File: config.mk
export PLATFORM = sky130hd
export DESIGN_NAME = neg
export DESIGN_NICKNAME = d
export VERILOG_FILES = /design/src/rtl/neg.sv
export SDC_FILE = /design/constraint.sdc
export NUM_CORES = 1
export LEC_CHECK = 0
export ABC_AREA = 0
export CORE_MARGIN = 4
export CORE_UTILIZATION = 35
export DETAILED_ROUTE_END_ITERATION = 10
export PLACE_DENSITY = 0.95
export SLEW_MARGIN = 25
export SYNTH_ARGS = -nofsm -noshare
export SYNTH_HDL_FRONTEND = slang
export SYNTH_SLANG_ARGS = --single-unit
File: constraint.sdc
create_clock -name clk -period 10.8 [get_ports clk]
set_input_delay 2.16 -clock clk [delete_from_list [all_inputs] [get_ports clk]]
set_output_delay 2.16 -clock clk [all_outputs]
set_load 0.05 [all_outputs]
File: src/rtl/neg.sv
// Two's-complement negation (b = -a) built as ~a + 1 on a two-level carry-lookahead incrementer.
// Latency: b/zero/ovf are combinational (zero cycles); ovf_sticky updates on the clock edge after ovf.
// Backpressure: none; pure datapath with no handshake, a new operand may be presented every cycle.
//
// Ports:
//   clk        - clock, only the sticky overflow register uses it
//   reset      - synchronous active-high, clears ovf_sticky
//   a          - signed operand
//   b          - -a mod 2^WIDTH
//   zero       - b == 0 (only possible for a == 0)
//   ovf        - a is the most-negative value, whose negation wraps back to itself
//   ovf_sticky - latched ovf, held until reset
//
// WIDTH must be a multiple of 4 and at least 4; the lookahead is organised in 4-bit groups.
module neg #(
    parameter int WIDTH = 32
) (
    input  logic             clk,
    input  logic             reset,
    input  logic [WIDTH-1:0] a,
    output logic [WIDTH-1:0] b,
    output logic             zero,
    output logic             ovf,
    output logic             ovf_sticky
);

    localparam int NGRP = WIDTH / 4;
    localparam logic [WIDTH-1:0] MOST_NEG = {1'b1, {(WIDTH-1){1'b0}}};

    // Incrementing ~a: every bit propagates where ~a is 1, nothing generates,
    // and the carry into bit 0 is the +1.
    logic             cin;
    logic [WIDTH-1:0] p;
    logic [WIDTH-1:0] c;
    logic [NGRP-1:0]  gp;
    logic [NGRP-1:0]  gc;

    assign cin = 1'b1;
    assign p   = ~a;

    genvar gi, bi;
    generate
        for (gi = 0; gi < NGRP; gi++) begin : g_grp
            // Group propagate: all four bits pass the carry through.
            assign gp[gi] = &p[4*gi +: 4];

            // Second lookahead level: the carry into group gi is the input
            // carry ANDed with every lower group's propagate, computed flat
            // rather than rippled group to group.
            if (gi == 0) begin : g_first
                assign gc[gi] = cin;
            end else begin : g_rest
                assign gc[gi] = cin & (&gp[gi-1:0]);
            end

            // First lookahead level: carry into each bit of the group comes
            // straight from the group carry and the lower bits' propagates.
            for (bi = 0; bi < 4; bi++) begin : g_bit
                if (bi == 0) begin : g_b0
                    assign c[4*gi] = gc[gi];
                end else begin : g_bn
                    assign c[4*gi+bi] = gc[gi] & (&p[4*gi +: bi]);
                end
            end
        end
    endgenerate

    // With no generate terms the sum bit is propagate XOR carry-in. The carry
    // out of the MSB is never formed, so 0 negates to 0.
    assign b    = p ^ c;
    assign zero = ~|b;
    assign ovf  = (a == MOST_NEG);

    // Reset wins over a simultaneous ovf.
    always_ff @(posedge clk) begin
        if (reset) begin
            ovf_sticky <= 1'b0;
        end else if (ovf) begin
            ovf_sticky <= 1'b1;
        end
    end

endmodule

==> results.txt <==
FF+latch count, synth: 1
Growth of design area from synthesis to finish: 83.46%
Endpoint type of the worst setup path: output port
Total setup violations reported at the end of the flow: 0
Worst setup margin: 2235 ps
Fin crit share: 79.30%
Number of warnings reported in the yosys synthesis log: 0
Post_cts resized: 0
Hold crit path type: reg -> reg
Hold Violations, Final: 0
Number of distinct library cells after synthesis: 34
Maximum resistive drop on vdd: 0.00004466 V
Pin count of the biggest net entering global routing: 7
Total Power Consumption: 73.41 uW
Gpl congestion: 0.8711
Maximum fanout along the worst path: 6
Detailed Route WL: 2.989 mm
Floorplan Core Area: 2255 sq um
Sequential-to-total area share from yosys stat: 2.385%
Mean Syn Cell Area: 7.496 sq um
Unrepaired setup endpoints after global routing: false
Post-synthesis net count: 155
Via count: 1112
Antenna-violating nets left: 0
Layout cell share with drive strength beyond 1: 4.494%
Number of antenna violations at the first check in global routing: 0
Final number of max-transition violations: 0
Hold WS: 471.3 ps
Vertical die dimension: 56.98 um
Antenna diode count: 0
Highest clock rate: 116.8 MHz
Cell row count: 17
Cells along the critical path: clkdlybuf4s50_1, inv_1, ha_1, or3b_4, inv_2, and4_1, nand2_1, or3_1, inv_1, ha_1, or4_1, nor3_1, and4_1, o2111ai_2, a2111oi_4, clkdlybuf4s50_1
Most frequent standard cell in the layout excluding fill and tap cells: sky130_fd_sc_hd__clkdlybuf4s50_1
Instance count after placement with tap cells included: 206
Clk_lat worst skew: 0 ps
Final sum of negative setup slack: 0 ps
Number of inserted filler cells in the final layout: 192
Utilization of the core after routing: 68.31%
Number of global-route vias before repair: 1088
Count of pins on the block boundary: 69
Initial Utilization: 37.24%
Number of hold buffers added after cts: 0
Reg clk slew, reported paths: 0 ps
Final min period: 8565 ps
First-pass GRT wire length: 4.912 mm
Top cell type by total area after synthesis: sky130_fd_sc_hd__xnor2_1
Flip-flop count of the largest register, all copies and words added: 1
Cell area after synthesis: 839.6 sq um
Final global-route overflow total: 0
Leakage power: 0.5765 nW
Share of flip-flops with an asynchronous set or reset: 0%
Number of DRC violations after detailed-routing iteration 0: 29
CP Buf/Inv Count: 5
Max Clock Skew: 0 ps
Kind of critical path: in -> out
Pre-antenna DRT Iters: 4
Number of cells in the finished layout apart from fillers: 206
Largest delay share family, worst path: simple AND/OR/NAND/NOR gates
Buffers on Ports: 68
Stage delay of the slowest cell on the critical path: 850 ps
Library cell contributing the largest single delay on the critical path: sky130_fd_sc_hd__clkdlybuf4s50_1
Top flop regs: ovf_sticky x1
Setup WS pre-CTS: 2214 ps
Total power per unit cell area: 47.66 nW/um^2
Total Routing Usage GR: 17.86%
Predominant post-synthesis flop cell: sky130_fd_sc_hd__dfxtp_1
Avg WL per Cell: 14.51 um
Required time of the critical path: 8640 ps
Max_slew headroom: 45.74%
Outcome: finished, final reports clean
CP startpoint kind: input pin
Commonest non-fill, non-tap cells in the layout: sky130_fd_sc_hd__clkdlybuf4s50_1, sky130_fd_sc_hd__xnor2_1, sky130_fd_sc_hd__inv_1, sky130_fd_sc_hd__nor2_1, sky130_fd_sc_hd__ha_1
Routed vias/inst: 5.398
Worst-case register-to-register setup slack: 10190 ps
Endpoint arrival time on the critical path: 6400 ps
Half-perimeter wire length after placement: 2.609 mm
Die Outline Area: 3246 sq um
Proportion of netlist area held by the largest area contributor: 13.56%
Fin nets: 223
Slew at the pin closest to its max-slew limit: 806.4 ps
Number of design rule violations left after detail routing: 0
Register bank with the most flops: ovf_sticky
Number of instances in the synthesized netlist: 112
Max-capacitance violation count: 0
Summed area of non-filler cells in the final layout: 1540 sq um
Post-CTS setup repair buffer count: 0
Die Wd: 56.98 um
Number of enable-type register cells in the synthesized netlist: 0
DP Area: 1540 sq um
Largest cells by area after synthesis: sky130_fd_sc_hd__xnor2_1, sky130_fd_sc_hd__ha_1, sky130_fd_sc_hd__xor2_1, sky130_fd_sc_hd__a2111oi_4, sky130_fd_sc_hd__inv_1
[kinds of logic (layout without fill, tap and decap cells)]
| logic type | after synthesis | count (layout) | synth area share [%] |
|---|---|---|---|
| buffers and inverters | 14 | 80 | 7.153 |
| flip-flops | 1 | 1 | 2.385 |
| AND/OR/NAND/NOR | 53 | 53 | 37.41 |
| adder cells (fa/ha/maj) | 9 | 9 | 13.41 |
| AO/OA/AOI/OAI | 14 | 14 | 17.74 |
| XOR/XNOR | 21 | 21 | 21.91 |
[worst register-to-register path: stages (launching register included)]
cell and delay (ps):
sky130_fd_sc_hd__dfxtp_1 290, sky130_fd_sc_hd__a31oi_1 150, sky130_fd_sc_hd__nor2_1 50
[layout make-up]
type                    count  area [sq um]  area share (%)
multi-input cells          97         759.5           49.31
flip-flops and latches      1         20.02           1.300
inverters                  12         45.04           2.924
repair buffers             68         680.7           44.19
well taps                  28         35.03           2.275
[metal layers]
layer	part of all wire (%)	wire [um]	vias to the layer above	GRT usage, %
li1	-	-	544	-
met1	41	1219	510	22.40
met2	49	1470	56	31.32
met3	9.7	291	2	4.977
met4	0.27	8	0	1.987
met5	0	0	-	0
[worst paths after layout]
check	startpoint	to	depth (start not counted)
worst max-delay path	a[0]	zero	16
worst min register to register	ovf_sticky	ovf_sticky	2
worst max register to register	ovf_sticky	ovf_sticky	2
worst min-delay path	ovf_sticky	ovf_sticky	2
[power by group]
group	switching (mW)	internal (mW)	leakage, nW
Combinational	0.0416	0.0280	0.568
Clock	0	0	0
Sequential	0.00000000000141	0.00377	0.00805
Total	0.0416	0.0318	0.576
[cell usage after synthesis (4+ instances only)]
cell	n
sky130_fd_sc_hd__ha_1	9
sky130_fd_sc_hd__nor3_1	7
sky130_fd_sc_hd__xor2_1	8
sky130_fd_sc_hd__nor2_1	10
sky130_fd_sc_hd__and2_1	4
sky130_fd_sc_hd__xnor2_1	13
sky130_fd_sc_hd__nor4_1	5
sky130_fd_sc_hd__inv_1	11
sky130_fd_sc_hd__nand2_1	6
sky130_fd_sc_hd__and3_1	4
No activity file was read; power rests on OpenSTA's default activity.
